[src/rtl/baudrate_gen_frac.sv]
// -----------------------------------------------------------------------------
// baudrate_gen_frac
//   UART baud-tick generator with a runtime-programmable fractional divisor.
//   A base counter produces one tick every (div + ext) clocks, where ext is
//   the carry of a fractional accumulator, giving an average period of
//   div + frac/2^FRAC_W. Base ticks drive the RX oversample tick directly and
//   every OVERSAMPLE-th base tick drives the TX bit tick.
//   New divisors land in a shadow register and are applied on a base-tick
//   boundary (or immediately when idle), so a period is never cut short.
//
// Ports
//   clk                   system clock, rising edge
//   rst                   asynchronous reset, active-high
//   I_baudrate_tx_clk_en  enable TX tick generation
//   I_baudrate_rx_clk_en  enable RX tick generation
//   I_div_load            1-cycle strobe: capture I_div_int/I_div_frac to shadow
//   I_div_int             integer divisor (clk cycles per base tick)
//   I_div_frac            fractional divisor, units of 1/2^FRAC_W cycle
//   O_baudrate_tx_clk     1-cycle TX bit tick
//   O_baudrate_rx_clk     1-cycle RX oversample tick
//   O_div_pending         shadow divisor waiting to be applied
// -----------------------------------------------------------------------------
module baudrate_gen_frac #(
   parameter int unsigned DIV_W       = 16,
   parameter int unsigned FRAC_W      = 4,
   parameter int unsigned OVERSAMPLE  = 16,
   parameter int unsigned DEFAULT_DIV = 27
) (
   input  logic              clk,
   input  logic              rst,
   input  logic              I_baudrate_tx_clk_en,
   input  logic              I_baudrate_rx_clk_en,
   input  logic              I_div_load,
   input  logic [DIV_W-1:0]  I_div_int,
   input  logic [FRAC_W-1:0] I_div_frac,
   output logic              O_baudrate_tx_clk,
   output logic              O_baudrate_rx_clk,
   output logic              O_div_pending
);

   localparam int unsigned      SUB_W    = (OVERSAMPLE > 1) ? $clog2(OVERSAMPLE) : 1;
   localparam logic [SUB_W-1:0] SUB_LAST = SUB_W'(OVERSAMPLE - 1);
   localparam logic [DIV_W-1:0] DIV_MIN  = DIV_W'(2);

   logic [DIV_W-1:0]  base_cnt;
   logic [FRAC_W-1:0] acc;
   logic              ext;
   logic [SUB_W-1:0]  tx_sub;
   logic [DIV_W-1:0]  div_act;
   logic [FRAC_W-1:0] frac_act;
   logic [DIV_W-1:0]  shadow_int;
   logic [FRAC_W-1:0] shadow_frac;
   logic              pending;

   logic              active;
   logic [DIV_W-1:0]  div_eff;
   logic [DIV_W:0]    last_cnt;
   logic              base_tick;
   logic [FRAC_W:0]   frac_sum;
   logic              apply_shadow;

   always_comb begin
      active       = I_baudrate_tx_clk_en | I_baudrate_rx_clk_en;
      // Divisors of 0 or 1 would stall or degenerate; run them as 2.
      div_eff      = (div_act < DIV_MIN) ? DIV_MIN : div_act;
      // Terminal count is div_eff + ext - 1; div_eff >= 2 so no underflow.
      last_cnt     = {1'b0, div_eff} - (DIV_W+1)'(1) + (DIV_W+1)'(ext);
      base_tick    = active && ({1'b0, base_cnt} == last_cnt);
      frac_sum     = {1'b0, acc} + {1'b0, frac_act};
      // A load on the transfer edge wins: the fresh shadow waits for the next tick.
      apply_shadow = pending && !I_div_load && (base_tick || !active);
   end

   // Base counter, fractional accumulator and active divisor.
   always_ff @(posedge clk or posedge rst) begin
      if (rst) begin
         base_cnt <= '0;
         acc      <= '0;
         ext      <= 1'b0;
         div_act  <= DIV_W'(DEFAULT_DIV);
         frac_act <= '0;
      end else begin
         if (!active) begin
            base_cnt <= '0;
            acc      <= '0;
            ext      <= 1'b0;
         end else if (base_tick) begin
            base_cnt <= '0;
            acc      <= frac_sum[FRAC_W-1:0];
            ext      <= frac_sum[FRAC_W];
         end else begin
            base_cnt <= base_cnt + DIV_W'(1);
         end
         // Applying a new divisor restarts the fractional sequence from zero.
         if (apply_shadow) begin
            div_act  <= shadow_int;
            frac_act <= shadow_frac;
            acc      <= '0;
            ext      <= 1'b0;
         end
      end
   end

   // Shadow divisor and pending flag.
   always_ff @(posedge clk or posedge rst) begin
      if (rst) begin
         shadow_int  <= DIV_W'(DEFAULT_DIV);
         shadow_frac <= '0;
         pending     <= 1'b0;
      end else if (I_div_load) begin
         shadow_int  <= I_div_int;
         shadow_frac <= I_div_frac;
         pending     <= 1'b1;
      end else if (apply_shadow) begin
         pending     <= 1'b0;
      end
   end

   // TX sub-counter and registered tick outputs.
   always_ff @(posedge clk or posedge rst) begin
      if (rst) begin
         tx_sub            <= '0;
         O_baudrate_rx_clk <= 1'b0;
         O_baudrate_tx_clk <= 1'b0;
      end else begin
         if (!I_baudrate_tx_clk_en) begin
            tx_sub <= '0;
         end else if (base_tick) begin
            tx_sub <= (tx_sub == SUB_LAST) ? '0 : tx_sub + SUB_W'(1);
         end
         O_baudrate_rx_clk <= base_tick & I_baudrate_rx_clk_en;
         O_baudrate_tx_clk <= base_tick & I_baudrate_tx_clk_en & (tx_sub == SUB_LAST);
      end
   end

   assign O_div_pending = pending;

endmodule

[config.mk]
export PLATFORM = sky130hd
export DESIGN_NAME = baudrate_gen_frac
export DESIGN_NICKNAME = d
export VERILOG_FILES = /design/src/rtl/baudrate_gen_frac.sv
export SDC_FILE = /design/constraint.sdc
export NUM_CORES = 1
export LEC_CHECK = 0
export BUFFER_PORTS_ARGS = -buffer_cell sky130_fd_sc_hd__clkbuf_2
export CAP_MARGIN = 40
export CORE_MARGIN = 4
export CORE_UTILIZATION = 39
export DETAILED_ROUTE_END_ITERATION = 16
export GPL_TIMING_DRIVEN = 1
export HOLD_SLACK_MARGIN = 0.03
export PLACE_DENSITY = 0.59
export SYNTH_ARGS = -nofsm -noshare
export SYNTH_HDL_FRONTEND = slang
export SYNTH_SLANG_ARGS = --single-unit
[constraint.sdc]
create_clock -name clk -period 4.4 [get_ports clk]
set_input_delay 0.44 -clock clk [delete_from_list [all_inputs] [get_ports clk]]
set_output_delay 0.44 -clock clk [all_outputs]
set_load 0.005 [all_outputs]
## Word-level counts from Yosys, hierarchy flattened

Index checks and enable logic that the tools add are counted.

| storage, ports and cells | value |
|---|---|
| word-level logic and storage cells | 46 |
| register bits after elaboration | 68 |
| output and inout bits | 3 |

| operators by class | value |
|---|---|
| add/sub/neg operators | 5 |
| mux-type cells | 14 |
| magnitude comparators | 1 |
| equality and inequality tests | 4 |
| bitwise operators | 4 |
| reduce and logical (&&, ||, !) cells | 7 |

Operators with widths:

| kind | number |
|---|---|
| 2-to-1 mux 16 bit | 3 |
| 2-to-1 mux 4 bit | 6 |
| adder 17 x 1 -> 17 bit | 1 |
| == test 16 x 17 -> 1 bit | 1 |
| subtractor 16 x 1 -> 17 bit, second input constant | 1 |
| adder 16 x 1 -> 16 bit, second input constant | 1 |
| less-than comparator 16 x 2 -> 1 bit, second input constant | 1 |
| adder 4 x 4 -> 5 bit | 1 |
| 2-to-1 mux 1 bit | 5 |
| adder 4 x 1 -> 4 bit, second input constant | 1 |
| == test 4 bit, second input constant | 1 |
| AND 1 bit | 3 |
| logical AND 1 bit | 3 |
| inequality test 3 x 1 -> 1 bit, second input constant | 1 |
| logical NOT 1 bit | 2 |
| inequality test 2 x 1 -> 1 bit, second input constant | 1 |
| nonzero test 2 bit | 1 |
| logical OR 1 bit | 1 |
| OR 1 bit | 1 |

## Longest topological paths before layout

| depth | value |
|---|---|
| depth in word-level cells | 10 |
| gate-level depth with buffers | 15 |
| gate-level depth less buffers | 12 |

## Worst setup path before layout

OpenSTA, ideal clock, no wires.

| path | value |
|---|---|
| kind | register to register |
| from | register div_act[5] |
| to | register tx_sub[3] |
| setup time | 0.131 ns |
| path slack | 0.262 ns |
| cell stages (with the launch flop) | 14 |
| data required time | 4.269 ns |
| arrival time | 4.007 ns |
| path through | dfrtp_1 buf_4 or4_4 nor4_1 nand2b_1 ha_1 ha_1 or4b_2 nor3_1 a21o_2 nand3_1 or4_4 nor4b_1 o22ai_1 |

| on the way | value |
|---|---|
| longest elaborated chain between the ends | 7 |

Ends and longest elaborated chain:

| what | line | RTL |
|---|---|---|
| from (decl) | 49 | `logic [DIV_W-1:0] div_act;` |
| from (signal assigned) | 80 | `div_act <= DIV_W'(DEFAULT_DIV);` |
| from (signal assigned) | 96 | `div_act <= shadow_int;` |
| less-than comparator 16 x 2 -> 1 bit | 65 | `div_eff = (div_act < DIV_MIN) ? DIV_MIN : div_act;` |
| 2-to-1 mux 16 bit * | 65 |  |
| subtractor 16 x 1 -> 17 bit * | 67 | `last_cnt = {1'b0, div_eff} - (DIV_W+1)'(1) + (DIV_W+1)'(ext);` |
| adder 17 x 1 -> 17 bit * | 67 |  |
| == test 16 x 17 -> 1 bit * | 68 | `base_tick = active && ({1'b0, base_cnt} == last_cnt);` |
| logical AND 1 bit * | 68 |  |
| inequality test 2 x 1 -> 1 bit (no line) * | n/a |  |
| to (signal assigned) | 129 | `tx_sub <= (tx_sub == SUB_LAST) ? '0 : tx_sub + SUB_W'(1);` |
| to (decl) | 48 | `logic [SUB_W-1:0] tx_sub;` |

Every way passes the cells marked *; elsewhere a longest branch is shown, timed or not.
A chain may end at the register's enable or synchronous reset.

## Worst setup path in the final report

| path | value |
|---|---|
| from | register div_act[7] |
| to | register tx_sub[3] |

The elaborated chain is that of the path after synthesis.

==> results.py <==
metrics = {
    "synth": {
        "seq_area_frac_synth": 0.396,
        "synthMuxAreaShare": 0.0775,
        "syn-cell-area_mm2": 0.00433,
        "ys.warnings.count": 0,
        "synth_xor_area_frac": 0.0607,
        "syn_nets": 471,
        "syn_inst": 437,
        "yosys.cell_types.count": 62,
        "synth_top_family_by_area": "simple AND/OR/NAND/NOR gates",
        "synth_area_leaders": "dfrtp_1, mux2_2, dfstp_2",
        "synth_fa_ha_area_frac": 0.0278,
        "synth_compound_area_frac": 0.154,
        "syn_avg_cell_area_um2": 9.90,
        "synthArstFlopShare": 1.00,
        "yosysTopAreaCell": "dfrtp_1",
        "synth_top_area_share": 0.347,
        "synth-edff-count": 0,
        "ys_ff_latch": 68,
        "synth_top_flop_cell": "dfrtp_1",
        "yosys.area_share.simple": 0.227,
    },
    "clocking": {
        "path_clk_slew_ns": 0.07,
        "cts_tree": "yes",
        "cts_root_buf": "clkbuf_8",
        "cts_buffers": 9,
        "htree_levels": 3,
        "cts_num_sinks": 68,
        "clk_latency_ns": 0.35,
        "cts.path.max_buffers": 2,
        "postCtsHoldBufs": 0,
    },
    "timing": {
        "rsz0062_at_grt": "false",
        "tns_ns": 0,
        "fin_crit_sh": 0.937,
        "finalHoldViolCount": 0,
        "finalSetupViolations": 0,
        "worst_pin_slew_ns": 0.891,
        "relSlewSlack": 0.406,
        "drv_slew": 0,
        "clock.fmax_mhz": 242,
        "fin_skew_ns": 0.00420,
        "layout_min_cycle_time_ns": 4.12,
    },
    "run": {
        "max_cap_violations": 0,
    },
    "layout": {
        "fillers": 1052,
        "diodes": 0,
        "drive_gt1_frac": 0.245,
        "nets": 494,
        "area_growth_pct": 11.2,
    },
    "worst_setup_path": {
        "critPathLaunchType": "register",
        "worstSetupPathType": "reg2reg",
        "cp_data_arrival_time_ns": 4.35,
        "worstPathRequired_ns": 4.62,
        "worstPathMaxFanout": 7,
        "end_kind": "register",
        "worstRegToRegCells": 12,
    },
    "floorplan": {
        "die_w_um": 113,
        "start_util": 0.399,
        "floorplan.die_area_mm2": 0.0128,
        "placementRows": 38,
        "coreArea_mm2": 0.0108,
        "die_h_um": 113,
        "ios": 28,
    },
    "routing": {
        "first_iter_violations": 189,
        "vias": 3524,
        "drc": 0,
        "wl_um": 10100,
        "firstDrtPassIters": 5,
        "ant_nets": 0,
        "vias_per_cell": 5.82,
        "routedWlPerCell_um": 16.7,
    },
    "placement": {
        "io_buffers": 27,
        "dp_hpwl_um": 7080,
        "gp_congestion": 0.885,
    },
    "pwr": {
        "finalPower_uw": 1380,
        "powerDensity_mw_per_mm2": 287,
        "leakage_uw": 0.00196,
        "ir_drop_v": 0.000152,
    },
    "global_route": {
        "grt_pass1_wl_um": 16900,
        "grt_max_degree": 43,
        "overflow": 0,
        "antenna_found_initial": 0,
        "grt_pass1_vias": 3326,
        "grt_usage": 0.163,
    },
    "run_status": {
        "run_status": "finished, final reports clean",
    },
    "min_path": {
        "hold_path.class": "in2async",
    },
}
-- metal layers --
layer / global-route usage / routed length (um)
met3: 0.0337 / 509
met1: 0.225 / 4680
met4: 0.0609 / 176
met5: 0 / 0
met2: 0.252 / 4730
-- synthesized netlist by cell type (all sizes together) (15+ instances only) --
| cell type | number |
|---|---|
| clkbuf | 22 |
| xnor2 | 16 |
| a31oi | 20 |
| nand4b | 21 |
| nor2 | 33 |
| nand3 | 15 |
| o211ai | 19 |
| dfrtp | 60 |
| a22o | 16 |
| mux2 | 20 |
| nand2 | 44 |
-- logic make-up after synthesis --
family | count (synthesis)
simple gates | 171
compound gates | 86
flops | 68
buf+inv | 42
mux | 31
xor+xnor | 30
fa+ha+maj | 9
-- power by group --
group,internal (uW),switching (uW),total (uW)
clock network,259,245,504
registers,665,48.1,713
logic,81.2,82.6,164
total,1010,375,1380
-- repair_timing --
item,CTS,global route
buffers inserted,0,2
endpoints found under the setup margin,0,25
resized for setup,0,2
-- stage by stage --
stage	instances	cell area [um^2]	worst slack (ns)	hold WS, ns	utilization
2_1_floorplan	437	4330	0.262	0.484	-
3_3_place_gp	586	4560	0.269	0.506	0.421
3_5_place_dp	587	4590	0.199	0.499	0.423
4_1_cts	603	4770	0.199	0.109	0.440
5_1_grt	605	4810	0.0311	0.143	0.444
6_report	605	4810	0.275	0.103	0.444
-- final cells by class --
| type | instances | area, um^2 | area share |
|---|---|---|---|
| flip-flops and latches | 68 | 1710 | 0.356 |
| repair buffers | 48 | 338 | 0.0702 |
| clock buffers | 11 | 131 | 0.0273 |
| clock inverters | 5 | 52.6 | 0.0109 |
| inverters | 6 | 22.5 | 0.00468 |
| well taps | 140 | 175 | 0.0364 |
| multi-input cells | 327 | 2380 | 0.495 |
-- final timing paths --
path                                 endpoint  slack, ns          from
worst min register to register     div_act[0]       0.53    div_act[0]
worst min-delay path                tx_sub[0]       0.10           rst
max in group asynchronous       shadow_int[1]       3.38           rst
min in group clk                shadow_int[1]       0.31  I_div_int[1]
worst max-delay path                tx_sub[3]       0.28    div_act[7]
worst max register to register      tx_sub[3]       0.28    div_act[7]
-- flip-flops by register name, summed over array words and instances, names as in the netlist --
register and flops:
O_baudrate_rx_clk 1, O_baudrate_tx_clk 1, O_div_pending 1, acc 4, base_cnt 16, div_act 16, ext 1, frac_act 4
shadow_frac 4, shadow_int 16, tx_sub 4
-- worst max-delay path, cell delays in order (launching register included) --
cell,delay [ns]
dfrtp_1,0.48
or4_4,0.56
nor4_2,0.32
nand2b_1,0.14
ha_1,0.16
ha_1,0.25
or4b_2,0.67
nor3_1,0.20
a21o_2,0.13
nand3_1,0.13
or4_4,0.54
nor4b_1,0.30
o22ai_1,0.12
-- placed cells by master (no fill, tap or decap), types with 4 or more instances in the layout --
cell      synthesis  routed
a21oi_1           4       4
a22o_1           15      15
a31oi_1          20      20
and3_1            5       5
buf_4             2      18
clkbuf_2          1      27
clkbuf_8          5       9
dfrtp_1          60      60
dfstp_2           8       8
ha_1              8       8
inv_1             6       5
mux2_2           20      20
mux2i_1          11      11
nand2_1          44      44
nand3_1          15      15
nand4_1           5       5
nand4b_1         21      21
nor2_1           32      32
nor2b_1           4       4
nor3_1            7       7
nor4_1            6       5
o211ai_1         18      18
o21ai_0           5       5
o311ai_0          5       5
xnor2_1          16      16
xor2_1           14      14
(Power assumes the default switching activity.)
